File: src/rtl/control_fsm.sv
// Multi-cycle fetch/decode/execute sequencer producing memory, ALU, PC strobes and the reg_en writeback code.
// Latency: 4 cycles per ALU instruction with zero-wait fetch (FETCH, DECODE, EXEC, WB); memory ops add S_MEM wait cycles.
// Backpressure: stalls in S_FETCH/S_MEM until mem_ready; after MEM_TIMEOUT waiting cycles sets sticky err and drops the access.
module control_fsm #(
    parameter int MEM_TIMEOUT = 255,
    parameter int TO_W        = 8
) (
    input  logic        clk,
    input  logic        rst_n,
    input  logic [15:0] instr,
    input  logic        mem_ready,
    output logic [3:0]  reg_en,
    output logic [3:0]  src,
    output logic [7:0]  alu_op,
    output logic        imm_sel,
    output logic        wb_sel,
    output logic        ir_en,
    output logic        pc_en,
    output logic        mem_re,
    output logic        mem_we,
    output logic        err
);

    typedef enum logic [2:0] {
        S_FETCH  = 3'd0,
        S_DECODE = 3'd1,
        S_EXEC   = 3'd2,
        S_MEM    = 3'd3,
        S_WB     = 3'd4
    } state_t;

    // Last waiting cycle index: the MEM_TIMEOUT-th cycle without mem_ready is the one that times out.
    localparam logic [TO_W-1:0] WAIT_LAST = TO_W'(MEM_TIMEOUT - 1);

    state_t          state;
    state_t          state_nxt;
    logic [15:0]     ir;
    logic [TO_W-1:0] wait_cnt;
    logic [TO_W-1:0] wait_cnt_nxt;
    logic            err_q;
    logic            err_nxt;
    logic            ir_load;

    // Instruction fields of the latched instruction.
    logic [3:0] op;
    logic [3:0] rdest;
    logic [3:0] ext;
    logic [3:0] src_f;

    // Instruction classes.
    logic is_rtype;
    logic is_imm_alu;
    logic is_cmpi;
    logic is_load;
    logic is_stor;
    logic writes_alu;
    logic wait_hit;

    assign op    = ir[15:12];
    assign rdest = ir[11:8];
    assign ext   = ir[7:4];
    assign src_f = ir[3:0];

    assign wait_hit = (wait_cnt == WAIT_LAST);

    // Classify the latched instruction; anything unrecognised falls through as a NOP.
    always_comb begin
        is_rtype   = 1'b0;
        is_imm_alu = 1'b0;
        is_cmpi    = 1'b0;
        is_load    = 1'b0;
        is_stor    = 1'b0;
        case (op)
            4'b0000: is_rtype = 1'b1;
            4'b0001, 4'b0010, 4'b0011,
            4'b0101, 4'b1001, 4'b1101: is_imm_alu = 1'b1;
            4'b1011: is_cmpi = 1'b1;
            4'b0100: begin
                is_load = (ext == 4'b0000);
                is_stor = (ext == 4'b0100);
            end
            default: ;
        endcase
        // CMP (R-type with ext=1011) only sets flags, so it has no writeback.
        writes_alu = (is_rtype && (ext != 4'b1011)) || is_imm_alu;
    end

    // State, instruction register, wait counter and sticky error flag.
    always_ff @(posedge clk or negedge rst_n) begin
        if (!rst_n) begin
            state    <= S_FETCH;
            ir       <= 16'h0;
            wait_cnt <= '0;
            err_q    <= 1'b0;
        end else begin
            state    <= state_nxt;
            wait_cnt <= wait_cnt_nxt;
            err_q    <= err_nxt;
            if (ir_load) begin
                ir <= instr;
            end
        end
    end

    // Next-state and strobe generation; all outputs are forced low while reset is asserted.
    always_comb begin
        state_nxt    = state;
        wait_cnt_nxt = wait_cnt;
        err_nxt      = err_q;
        ir_load      = 1'b0;
        reg_en       = 4'h0;
        src          = 4'h0;
        alu_op       = 8'h00;
        imm_sel      = 1'b0;
        wb_sel       = 1'b0;
        ir_en        = 1'b0;
        pc_en        = 1'b0;
        mem_re       = 1'b0;
        mem_we       = 1'b0;

        // Operand selects stay stable from EXEC through writeback.
        if (state == S_EXEC || state == S_MEM || state == S_WB) begin
            src     = src_f;
            alu_op  = {op, ext};
            imm_sel = is_imm_alu || is_cmpi;
            wb_sel  = is_load;
        end

        case (state)
            S_FETCH: begin
                mem_re = 1'b1;
                if (mem_ready) begin
                    // A ready on the timeout cycle still completes the fetch.
                    ir_en        = 1'b1;
                    ir_load      = 1'b1;
                    state_nxt    = S_DECODE;
                    wait_cnt_nxt = '0;
                end else if (wait_hit) begin
                    // Give up on this attempt; refetch from the same PC.
                    err_nxt      = 1'b1;
                    wait_cnt_nxt = '0;
                end else begin
                    wait_cnt_nxt = wait_cnt + TO_W'(1);
                end
            end

            S_DECODE: begin
                pc_en     = 1'b1;
                state_nxt = S_EXEC;
            end

            S_EXEC: begin
                wait_cnt_nxt = '0;
                if (writes_alu) begin
                    state_nxt = S_WB;
                end else if (is_load || is_stor) begin
                    state_nxt = S_MEM;
                end else begin
                    state_nxt = S_FETCH;
                end
            end

            S_MEM: begin
                mem_re = is_load;
                mem_we = is_stor;
                if (mem_ready) begin
                    state_nxt    = is_load ? S_WB : S_FETCH;
                    wait_cnt_nxt = '0;
                end else if (wait_hit) begin
                    // Abandon the access entirely; no writeback for a timed-out load.
                    err_nxt      = 1'b1;
                    state_nxt    = S_FETCH;
                    wait_cnt_nxt = '0;
                end else begin
                    wait_cnt_nxt = wait_cnt + TO_W'(1);
                end
            end

            S_WB: begin
                // rdest=0 naturally yields reg_en=0, i.e. no write to the constant-zero register.
                reg_en       = rdest;
                state_nxt    = S_FETCH;
                wait_cnt_nxt = '0;
            end

            default: begin
                state_nxt    = S_FETCH;
                wait_cnt_nxt = '0;
            end
        endcase

        if (!rst_n) begin
            reg_en  = 4'h0;
            src     = 4'h0;
            alu_op  = 8'h00;
            imm_sel = 1'b0;
            wb_sel  = 1'b0;
            ir_en   = 1'b0;
            pc_en   = 1'b0;
            mem_re  = 1'b0;
            mem_we  = 1'b0;
        end
    end

    assign err = err_q;

endmodule

File: config.mk
export PLATFORM = sky130hd
export DESIGN_NAME = control_fsm
export DESIGN_NICKNAME = d
export VERILOG_FILES = /design/src/rtl/control_fsm.sv
export SDC_FILE = /design/constraint.sdc
export NUM_CORES = 1
export LEC_CHECK = 0
export CORE_MARGIN = 4
export CORE_UTILIZATION = 35
export CTS_CLUSTER_DIAMETER = 200
export DETAILED_ROUTE_END_ITERATION = 8
export SKIP_CTS_REPAIR_TIMING = 1
export SLEW_MARGIN = 10
export SYNTH_ARGS = -nofsm -noshare
export SYNTH_HDL_FRONTEND = slang
export SYNTH_SLANG_ARGS = --single-unit
File: constraint.sdc
create_clock -name clk -period 2.6 [get_ports clk]
set_input_delay 0.26 -clock clk [delete_from_list [all_inputs] [get_ports clk]]
set_output_delay 0.26 -clock clk [all_outputs]
set_load 0.01 [all_outputs]
After elaboration in Yosys (flattened, before gate mapping)
Index checks and enable logic that the tools add are counted.

operators by class
  equal/unequal tests = 17
  mux-type cells = 34
  bitwise operators = 1
  reductions and logical operators = 13
  add/sub/neg operators = 1

operators with widths
  operator             number
  $mux 8               4
  $mux 1               17
  $mux 4               4
  $pmux 8 s2           1
  $mux 3               5
  $eq 4x3->1 const B   3
  $eq 4x4->1 const B   3
  $pmux 3 s4           1
  $add 8x1->8 const B  1
  $eq 4x2->1 const B   2
  $eq 8x8->1 const B   1
  $logic_not 4->1      2
  $eq 3x2->1 const B   2
  $reduce_or 6->1      1
  $logic_or 1x1->1     5
  $eq 4x1->1 const B   1
  $ne 4x4->1 const B   1
  $eq 3x1->1 const B   1
  $eq 3x3->1 const B   1
  $logic_not 3->1      1
  $ne 3x3->1 const B   1
  $reduce_and 3->1     1
  $mux 2               1
  $ne 2x2->1 const B   1
  other kinds (5)      5

storage, ports and cells
  output and inout port bits = 23
  bits in registers = 28
  input port bits = 19

Depth between registers and ports, before layout
Gate-level depths: netlist of the first run.

  depth in word-level cells = 6
  mapped depth = 6
  gate-level depth less buffers = 5

Least setup slack after synthesis of the first run
No wires, ideal clock.

  kind = reg-to-output
  from = register ir[5]
  to = output port mem_we
  stages on the path, launching flop included = 4
  slack = 0.695 ns
  arrival = 1.645 ns
  path buffers = 0
  cell sequence = dfrtp_1 -> or4b_1 -> or4_4 -> nor3_1

on the way
  cells in the longest elaborated chain, start to end = 4

RTL lines
  item                      line  source
  start: declaration        37    logic [15:0] ir;
  start signal: assignment  100   ir <= instr;
  $eq 4x3->1                80    is_stor = (ext == 4'b0100);
  $mux 1                    73    case (op)
  $mux 1                    129   case (state)
  $mux 1                    192   if (!rst_n) begin
  end: declaration          20    output logic mem_we,

No other way between the ends.

Final worst setup path of the first run
  from = register ir[5]
  to = output port wb_sel

on the way
  cells in the longest elaborated chain, start to end = 4

RTL lines
  item              line  source
  $logic_not 4->1   79    is_load = (ext == 4'b0000);
  $mux 1            73
  $mux 1            122   if (state == S_EXEC || state == S_MEM || state == S_WB) begin
  $mux 1            192
  end: declaration  16    output logic wb_sel,

No other way between the ends.

==> flow_metrics.env, run 1 <==
export IMPL_outcome="finished clean"
export IMPL_grt_max_degree=25
export IMPL_wirelength_um=3407
export IMPL_achievable_frequency_mhz=413.7
export IMPL_critPathLaunchType="register"
export IMPL_clock_skew_ns=0.004015
export IMPL_wl_per_cell_um=14.56
export IMPL_highest_layer="met3"
export IMPL_yosys_warnings=0
export IMPL_dp_hpwl_um=2627
export IMPL_antenna_cells=0
export IMPL_cts_buffers=3
export IMPL_synth_area_leaders="dfrtp_1, mux2_2, and2_1"
export IMPL_viasPerCell=4.953
export IMPL_synth_flop_cell="dfrtp_1"
export IMPL_fill_cells=383
export IMPL_place_congestion=0.7516
export IMPL_synth_edf_count=0
export IMPL_wl_met2_um=1712
export IMPL_m1WireLength_um=1556
export IMPL_synth_top_area_share=0.4803
export IMPL_dieWidth_um=72.56
export IMPL_leakage_nw=0.8704
export IMPL_end_kind="output pin"
export IMPL_initial_core_util=0.3621
export IMPL_slowest_delay_ns=0.58
export IMPL_synth_area_per_cell_um2=10.57
export IMPL_area_growth_pct=39.02
export IMPL_rows=23
export IMPL_postSynth_asyncResetShare=1.000
export IMPL_setup_viol=0
export IMPL_holdWs_ns=0.3005
export IMPL_ios=42
export IMPL_fin_crit_ns=2.417
export IMPL_die_y_um=72.56
export IMPL_grt_pass1_wl_um=5940
export IMPL_cts_sinks=28
export IMPL_crit_fanout=4
export IMPL_cts_root_buf="clkbuf_8"
export IMPL_port_buffer_count=41
export IMPL_antenna_found_initial=0
export IMPL_cts_tree="built"
export IMPL_drt_iter0_markers=35
export IMPL_nNetsFinal=206
export IMPL_drc=0
export IMPL_ys_seq_area_frac=0.4803
export IMPL_maxSlewHeadroom=0.6995
export IMPL_required_ns=2.34
export IMPL_clock_path_buffers=2
export IMPL_maxCapViolations=0
export IMPL_ys_ff_latch=28
export IMPL_layout_commonest_cell="clkdlybuf4s50_1"
export IMPL_dr_pass1_iters=4
export IMPL_clkLatencyLatePin_ns=0.27
export IMPL_final_cell_mix="clkdlybuf4s50_1, dfrtp_1, and2_1"
export IMPL_ant_nets=0
export IMPL_path_buf_inv=1
export IMPL_crit_type="reg -> out"
export IMPL_met3WireLength_um=137
export IMPL_syn_area_um2=1459
export IMPL_final_hold_violation_count=0
export IMPL_die_area_um2=5265
export IMPL_post_route_period_util=0.9297
export IMPL_crit_arrival_ns=2.16
export IMPL_min_path_type="in -> async"
export IMPL_rsz0062_at_grt="no"
export IMPL_via_count=1159
export IMPL_synth_distinct_cells=35
export IMPL_worst_pin_slew_ns=0.4508
export IMPL_cts_max_level=1
export IMPL_first_global_vias=1291
export IMPL_final_setup_tns_ns=0
export IMPL_syn_nets=159
export IMPL_p_per_area_nw_per_um2=916.6
export IMPL_syn_inst=138
export IMPL_finalMaxSlewViolations=0
export IMPL_drive_gt1_frac=0.1739
export IMPL_cp_top_family="simple AND/OR/NAND/NOR gates"
export IMPL_grt_ovfl_total=0
export IMPL_slowest_stage="or4b_1"
export IMPL_yosysTopAreaCell="dfrtp_1"
export IMPL_grt_use_total=0.1403
export IMPL_critical_path_cell_chain="or4b_1 > nor2_2 > and2_1 > clkdlybuf4s50_1"
export IMPL_path_clk_slew_ns=0.10
export IMPL_ir_drop_uv=469.4
export IMPL_coreArea_um2=4029
==> state kept, by name (all words and copies together), names as in the netlist <==
name and count:
err 1, state 3, wait_cnt 8, ir 16
==> worst paths after layout <==
kind / start / endpoint / slack, ns / cells after the start
worst max register to register: ir[5] / state[0] / 0.62 / 4
max in group asynchronous: rst_n / ir[10] / 1.78 / 3
worst min register to register: err / err / 0.49 / 1
min in group clk: err / err / 0.49 / 1
worst min-delay path: rst_n / ir[5] / 0.30 / 2
worst max-delay path: ir[5] / wb_sel / 0.18 / 4
==> cell usage after synthesis, types with 2 or more instances <==
library cell  count
nand2_1          10
xor2_1            6
nand4_1           4
and2_1           20
nand3_1           3
o21ai_0           4
nor2_1           11
a21oi_1           3
ha_1              2
nor3b_1           2
clkbuf_1          4
and3_1            3
inv_1             2
o21bai_1          2
dfrtp_1          28
mux2_2           15
==> routing by layer <==
layer	vias up	global-route usage
li1	571	-
met5	-	0
met3	0	0.03186
met2	21	0.2535
met1	567	0.1746
met4	0	0.01639
==> through the flow <==
stage                     instances  cell area, um^2  worst slack [ns]  power (mW)  utilization
final                           234             2028            0.1828       1.859       0.5034
after global placement          230             1966            0.1613       1.581       0.4879
after floorplan                 138             1459            0.6950       1.249            -
after CTS                       234             2021           -0.1699       1.881       0.5016
after detailed placement        230             1966            0.1610       1.607       0.4879
after global routing            234             2028           0.04003       2.011       0.5034
==> cells by family (layout without fill, tap and decap cells) <==
family	after synthesis	count (layout)	share of synthesized area
buffers and inverters	8	54	0.02401
adders and majority gates	2	2	0.01715
and+or+nand+nor	63	63	0.2513
DFF	28	28	0.4803
xor gates and xnor gates	6	6	0.03602
muxes	15	15	0.1158
AOI/OAI and AO/OA	16	16	0.07547
==> cell type report <==
cell class / count / area [um^2] / share of cell area
Timing Repair Buffer: 48 / 467.9 / 0.2307
Sequential cell: 28 / 700.7 / 0.3455
Inverter: 2 / 7.507 / 0.003701
Multi-Input combinational cell: 102 / 734.5 / 0.3621
Clock buffer: 4 / 55.05 / 0.02714
Tap cell: 50 / 62.56 / 0.03085
==> power breakdown <==
part / switching [mW] / internal (mW)
clock network: 0.137 / 0.136
logic: 0.378 / 0.463
registers: 0.146 / 0.599
Note: power is estimated with default switching activity, not from simulation.
==> run 2: changes to the inputs <==
--- a/config.mk
+++ b/config.mk
@@ -14,3 +14,4 @@
 export SYNTH_ARGS = -nofsm -noshare
 export SYNTH_HDL_FRONTEND = slang
 export SYNTH_SLANG_ARGS = --single-unit
+export TNS_END_PERCENT = 100
==> results of run 2 <==
The final DEF is identical to that of run 1; final timing and power are the same.
